File: config.mk
export PLATFORM = sky130hd
export DESIGN_NAME = tof_poll_ctrl
export DESIGN_NICKNAME = d
export VERILOG_FILES = /design/src/rtl/tof_poll_ctrl.sv
export SDC_FILE = /design/constraint.sdc
export NUM_CORES = 1
export LEC_CHECK = 0
export CAP_MARGIN = 30
export CELL_PAD_IN_SITES_DETAIL_PLACEMENT = 1
export CELL_PAD_IN_SITES_GLOBAL_PLACEMENT = 2
export CORE_ASPECT_RATIO = 0.75
export CORE_MARGIN = 3
export CORE_UTILIZATION = 35
export CTS_BUF_LIST = sky130_fd_sc_hd__clkbuf_2
export CTS_CLUSTER_DIAMETER = 30
export DETAILED_ROUTE_END_ITERATION = 12
export HOLD_SLACK_MARGIN = 0.02
export PLACE_DENSITY = 0.87
export SYNTH_ARGS = -nofsm -noshare
export SYNTH_HDL_FRONTEND = slang
export SYNTH_SLANG_ARGS = --single-unit
File: constraint.sdc
create_clock -name clk -period 2.9 [get_ports clk]
set_input_delay 0.87 -clock clk [delete_from_list [all_inputs] [get_ports clk]]
set_output_delay 0.87 -clock clk [all_outputs]
set_load 0.01 [all_outputs]
File: src/rtl/tof_poll_ctrl.sv
// tof_poll_ctrl
// Polls a TOF10120 ranging sensor over UART and sequences its ASCII distance parser.
// Every poll period the command "r6#" goes out through the UART transmitter. The
// controller then forwards exactly one FRAME_LEN-byte response to the parser, checks
// that response bytes 1..3 are ASCII digits, and pulses parser_rst whenever the parser
// may have lost byte alignment (receive timeout or bad frame).
//
// Ports
//   clk, rst            system clock, synchronous active-high reset
//   en                  polling enable (sampled in IDLE, WAIT and CHECK only)
//   tx_busy             UART transmitter busy
//   tx_start, tx_data   one-cycle send request and the command byte to send
//   rx_data, rx_valid   received UART byte and its one-cycle strobe
//   fwd_data, fwd_valid byte and strobe to the parser (one cycle after rx_valid)
//   parser_rst          one-cycle pulse that re-aligns the parser
//   frame_ok            one-cycle pulse: good frame delivered
//   frame_err           one-cycle pulse: non-digit in frame bytes 1..3
//   timeout_err         one-cycle pulse: frame not complete within TIMEOUT_CYC
//   poll_fail           one-cycle pulse: command retries exhausted
//   err_cnt             saturating count of frame_err and timeout_err events
//   busy                controller is not in IDLE
module tof_poll_ctrl #(
    parameter int POLL_CYC    = 5_000_000,
    parameter int TIMEOUT_CYC = 1_000_000,
    parameter int FRAME_LEN   = 8,
    parameter int MAX_RETRY   = 2
) (
    input  logic       clk,
    input  logic       rst,
    input  logic       en,
    input  logic       tx_busy,
    output logic       tx_start,
    output logic [7:0] tx_data,
    input  logic [7:0] rx_data,
    input  logic       rx_valid,
    output logic [7:0] fwd_data,
    output logic       fwd_valid,
    output logic       parser_rst,
    output logic       frame_ok,
    output logic       frame_err,
    output logic       timeout_err,
    output logic       poll_fail,
    output logic [7:0] err_cnt,
    output logic       busy
);

    localparam int PW = (POLL_CYC    > 1) ? $clog2(POLL_CYC)    : 1;
    localparam int TW = (TIMEOUT_CYC > 1) ? $clog2(TIMEOUT_CYC) : 1;
    localparam int BW = (FRAME_LEN   > 1) ? $clog2(FRAME_LEN)   : 1;
    localparam int RW = (MAX_RETRY   > 0) ? $clog2(MAX_RETRY + 1) : 1;

    typedef enum logic [2:0] {IDLE, WAIT, SEND, TXW, RECV, CHECK} state_t;

    state_t          state;
    logic [PW-1:0]   poll_cnt;
    logic [TW-1:0]   to_cnt;
    logic [BW-1:0]   byte_cnt;
    logic [RW-1:0]   retry;
    logic [1:0]      idx;
    logic            txw_first;
    logic            bad;

    function automatic logic [7:0] cmd_byte(input logic [1:0] i);
        case (i)
            2'd0:    return 8'h72;   // 'r'
            2'd1:    return 8'h36;   // '6'
            default: return 8'h23;   // '#'
        endcase
    endfunction

    function automatic logic is_digit(input logic [7:0] b);
        return (b >= 8'h30) && (b <= 8'h39);
    endfunction

    function automatic logic [7:0] sat_inc(input logic [7:0] v);
        return (v == 8'hFF) ? v : v + 8'd1;
    endfunction

    always_ff @(posedge clk) begin
        if (rst) begin
            state       <= IDLE;
            poll_cnt    <= '0;
            to_cnt      <= '0;
            byte_cnt    <= '0;
            retry       <= '0;
            idx         <= '0;
            txw_first   <= 1'b0;
            bad         <= 1'b0;
            tx_start    <= 1'b0;
            tx_data     <= '0;
            fwd_data    <= '0;
            fwd_valid   <= 1'b0;
            parser_rst  <= 1'b0;
            frame_ok    <= 1'b0;
            frame_err   <= 1'b0;
            timeout_err <= 1'b0;
            poll_fail   <= 1'b0;
            err_cnt     <= '0;
            busy        <= 1'b0;
        end else begin
            tx_start    <= 1'b0;
            fwd_valid   <= 1'b0;
            parser_rst  <= 1'b0;
            frame_ok    <= 1'b0;
            frame_err   <= 1'b0;
            timeout_err <= 1'b0;
            poll_fail   <= 1'b0;

            case (state)
                IDLE: begin
                    if (en) begin
                        state    <= WAIT;
                        poll_cnt <= '0;
                        busy     <= 1'b1;
                    end
                end

                WAIT: begin
                    if (!en) begin
                        state <= IDLE;
                        busy  <= 1'b0;
                    end else if (poll_cnt == PW'(POLL_CYC - 1)) begin
                        state <= SEND;
                        idx   <= 2'd0;
                    end else begin
                        poll_cnt <= poll_cnt + 1'b1;
                    end
                end

                SEND: begin
                    if (!tx_busy) begin
                        tx_start  <= 1'b1;
                        tx_data   <= cmd_byte(idx);
                        txw_first <= 1'b1;
                        state     <= TXW;
                    end
                end

                // The transmitter only raises tx_busy after it has seen tx_start, so
                // the first TXW cycle would still read a stale idle level.
                TXW: begin
                    if (txw_first) begin
                        txw_first <= 1'b0;
                    end else if (!tx_busy) begin
                        if (idx != 2'd2) begin
                            idx   <= idx + 2'd1;
                            state <= SEND;
                        end else begin
                            state    <= RECV;
                            byte_cnt <= '0;
                            to_cnt   <= '0;
                            bad      <= 1'b0;
                        end
                    end
                end

                // The timeout counter parks at TIMEOUT_CYC-1, so a byte arriving on the
                // expiry cycle wins and the timeout fires on the next idle cycle.
                RECV: begin
                    if (to_cnt != TW'(TIMEOUT_CYC - 1)) begin
                        to_cnt <= to_cnt + 1'b1;
                    end
                    if (rx_valid) begin
                        fwd_valid <= 1'b1;
                        fwd_data  <= rx_data;
                        byte_cnt  <= byte_cnt + 1'b1;
                        if (byte_cnt >= BW'(1) && byte_cnt <= BW'(3) && !is_digit(rx_data)) begin
                            bad <= 1'b1;
                        end
                        if (byte_cnt == BW'(FRAME_LEN - 1)) begin
                            state <= CHECK;
                        end
                    end else if (to_cnt == TW'(TIMEOUT_CYC - 1)) begin
                        timeout_err <= 1'b1;
                        parser_rst  <= 1'b1;
                        err_cnt     <= sat_inc(err_cnt);
                        if (retry < RW'(MAX_RETRY)) begin
                            retry <= retry + 1'b1;
                            idx   <= 2'd0;
                            state <= SEND;
                        end else begin
                            poll_fail <= 1'b1;
                            retry     <= '0;
                            poll_cnt  <= '0;
                            state     <= WAIT;
                        end
                    end
                end

                CHECK: begin
                    if (bad) begin
                        frame_err  <= 1'b1;
                        parser_rst <= 1'b1;
                        err_cnt    <= sat_inc(err_cnt);
                    end else begin
                        frame_ok <= 1'b1;
                        retry    <= '0;
                    end
                    if (en) begin
                        state    <= WAIT;
                        poll_cnt <= '0;
                    end else begin
                        state <= IDLE;
                        busy  <= 1'b0;
                    end
                end

                default: begin
                    state <= IDLE;
                    busy  <= 1'b0;
                end
            endcase
        end
    end

endmodule

==> results of run 1 <==
==> registers in the layout, summed over array words and instances (netlist names), 2 cells and up <==
signal,cells
poll_cnt,23
fwd_data,8
byte_cnt,3
idx,2
state,3
err_cnt,8
to_cnt,20
tx_data,5
retry,2
==> layout make-up <==
class                      instances  area, µm²  share of cell area (%)
clock inverter                     5       38.8                   0.775
clock buffer                      11       55.1                    1.10
sequential                        84       1680                    33.6
tap                              162        203                    4.05
timing repair buffer              59        561                    11.2
multi-input combinational        391       2400                    48.0
inverter                          17       63.8                    1.27
==> worst register-to-register path, cell delays in order (launching register included) <==
cell and delay [ps]:
dfxtp_1 400, or4_1 620, nor3_2 250, a21oi_4 140, buf_12 210, or4_1 560
a21oi_1 160
==> cells in the mapped netlist, types with 5 or more instances <==
master | count | area [µm²]
a211oi_1 | 5 | 37.5
a21oi_1 | 63 | 315
and3_1 | 6 | 37.5
buf_2 | 8 | 40.0
clkbuf_1 | 16 | 60.1
dfxtp_1 | 84 | 1680
ha_1 | 10 | 125
inv_1 | 17 | 63.8
nand2_1 | 47 | 176
nand3_1 | 31 | 155
nand4_1 | 14 | 87.6
nor2_1 | 38 | 143
nor3_1 | 9 | 45.0
o21ai_0 | 20 | 100
o31ai_1 | 27 | 203
or3_1 | 19 | 119
or4_1 | 30 | 225
xor2_1 | 5 | 43.8
==> report_power, final <==
| group | switching, mW | internal (mW) | leakage, nW |
|---|---|---|---|
| Sequential | 0.0353 | 1.20 | 0.678 |
| Clock | 0.427 | 0.123 | 0.0621 |
| Combinational | 0.293 | 0.191 | 0.836 |
==> placed cells by master, fill, tap and decap left out, types with 16 or more instances in the layout <==
| cell type | netlist | routed |
|---|---|---|
| buf_4 | 4 | 16 |
| nand3_1 | 31 | 31 |
| a21oi_1 | 63 | 63 |
| or4_1 | 30 | 30 |
| clkdlybuf4s50_1 | 0 | 42 |
| nor2_1 | 38 | 38 |
| o21ai_0 | 20 | 20 |
| inv_1 | 17 | 17 |
| nand2_1 | 47 | 47 |
| o31ai_1 | 27 | 27 |
| or3_1 | 19 | 19 |
| dfxtp_1 | 84 | 84 |
==> through the flow <==
step | std cells | TNS, ps | util (%)
after detailed placement | 713 | -2.05 | 41.5
after global placement | 713 | 0 | 41.5
after global routing | 729 | 0 | 42.3
after CTS | 729 | 0 | 42.3
final | 729 | 0 | 42.3
after floorplan | 524 | 0 | -
==> logic make-up after synthesis <==
group                      count (synthesis)  synth area share [%]
AOI/OAI and AO/OA                        142                  20.7
buffers and inverters                     49                  5.54
other                                      1                0.0869
adders and majority gates                 10                  2.90
DFF                                       84                  39.0
and+or+nand+nor                          230                  30.4
xor gates and xnor gates                   7                  1.42
==> per-layer routing <==
| layer | part of all wire, % | wire, µm |
|---|---|---|
| met5 | 0 | 0 |
| met4 | 1.1 | 137 |
| met3 | 3.3 | 392 |
| met2 | 45 | 5400 |
| met1 | 50 | 5980 |
==> final timing paths <==
path | startpoint | end | slack [ps] | cells after the start
setup / recovery | err_cnt[0] | err_cnt[0] | 370 | 1
hold reg to reg | fwd_data[6] | fwd_data[6] | 470 | 2
setup reg to reg | to_cnt[7] | poll_cnt[3] | 500 | 6
hold / removal | fwd_data[6] | fwd_data[6] | 470 | 2
==> out/qor.yml, run 1 <==
dp_hpwl_mm: 8.47
ant_nets: 0
hold_violations: 0
cts_tree: "built"
worstMarginPinSlew_ps: 594
drc: 0
cap_violations: 0
ctsResizeCount: 0
cts_sinks: 84
synth_warnings: 0
grt_util_met3_pct: 4.08
synthCells: 523
grt_busiest_layer: "met2"
hold_buffers: 0
required_ps: 2030
syn_avg_cell_area_um2: 8.25
synthToLayoutAreaGrowth_pct: 16.1
critical_path.endpoint_type: "primary output"
drv_slew: 0
synth.distinct_cells: 58
antenna_cells: 0
worst-path-buf-inv: 1
cts-root-buf: "clkbuf_2"
grt_pass1_wl_mm: 20.4
design_power_total_mw: 2.27
clockBufferDepth: 2
htree_levels: 3
grt_antenna_before_repair: 0
drive_gt1_share_pct: 8.82
totalWireLength_mm: 11.9
die-width_um: 134
routed-via-count: 4134
io_buffers: 42
initial_utilization_pct: 36.5
worst_hold_slack_ps: 474
max_freq_mhz: 395
cts_setup_buffers: 0
place.gp.congestion: 0.835
drt-pass1-iter-count: 4
max_stage_delay_ps: 590
path_clk_slew_ps: 240
nNetsFinal: 585
dieArea_um2: 13700
vias_per_cell: 5.67
netlist_area_um2: 4310
fillerInstances: 1468
period_minus_slack_ps: 2530
place_area_um2: 4910
cts_made_buffers: 9
rsz0062_at_grt: "no"
critical_path.top_delay_family: "buffers and inverters"
core_area_um2: 11800
grt_pass1_vias: 4221
fin_area_um2: 5010
grt_overflow: 0
ys_seq_area_share_pct: 39.0
crit_fanout: 7
start_kind: "flip-flop"
total_leakage_power_nw: 1.58
ios: 45
crit_type: "flip-flop to primary output"
outcome: "finished, final reports clean"
skew_ps: 35.7
synth-main-ff-cell: "dfxtp_1"
cp.arrival_ps: 1660
grt_util_all_layers_pct: 18.0
irDropWorstVdd_mv: 0.220
cp_slowest_cell: "clkdlybuf4s50_1"
dp_slack_ps: -2.05
ys_ff_latch: 84
period_share_pct: 87.2
grt_max_degree: 63
avgRoutedWirePerCell_um: 16.3
setup_viol: 0
hp-class: "flip-flop to flip-flop"
slew_headroom_pct: 60.1
worstSkewPairLatency_ps: 570
synth_edf_count: 0
setup_ws_ps: 371
synthArstFlopShare_pct: 0
use_met1_pct: 24.7
fp.dieH_um: 102
drtIter0Drc: 166
crit_chain: "clkdlybuf4s50_1"
use_met2_pct: 28.8
row_count: 34
power_per_cell_area_nw_per_um2: 452
Note: power is estimated with default switching activity, not from simulation.
==> run 2, diff against run 1 <==
--- a/config.mk
+++ b/config.mk
@@ -5,6 +5,7 @@
 export SDC_FILE = /design/constraint.sdc
 export NUM_CORES = 1
 export LEC_CHECK = 0
+export ABC_CLOCK_PERIOD_IN_PS = 2900
 export CAP_MARGIN = 30
 export CELL_PAD_IN_SITES_DETAIL_PLACEMENT = 1
 export CELL_PAD_IN_SITES_GLOBAL_PLACEMENT = 2
==> results of run 2 <==
No change in the layout: final DEF, timing and power equal those of run 1.
==> run 3, diff against run 2 <==
--- a/config.mk
+++ b/config.mk
@@ -13,7 +13,6 @@
 export CORE_MARGIN = 3
 export CORE_UTILIZATION = 35
 export CTS_BUF_LIST = sky130_fd_sc_hd__clkbuf_2
-export CTS_CLUSTER_DIAMETER = 30
 export DETAILED_ROUTE_END_ITERATION = 12
 export HOLD_SLACK_MARGIN = 0.02
 export PLACE_DENSITY = 0.87
==> results of run 3 <==
No change in the layout: final DEF, timing and power equal those of run 1.
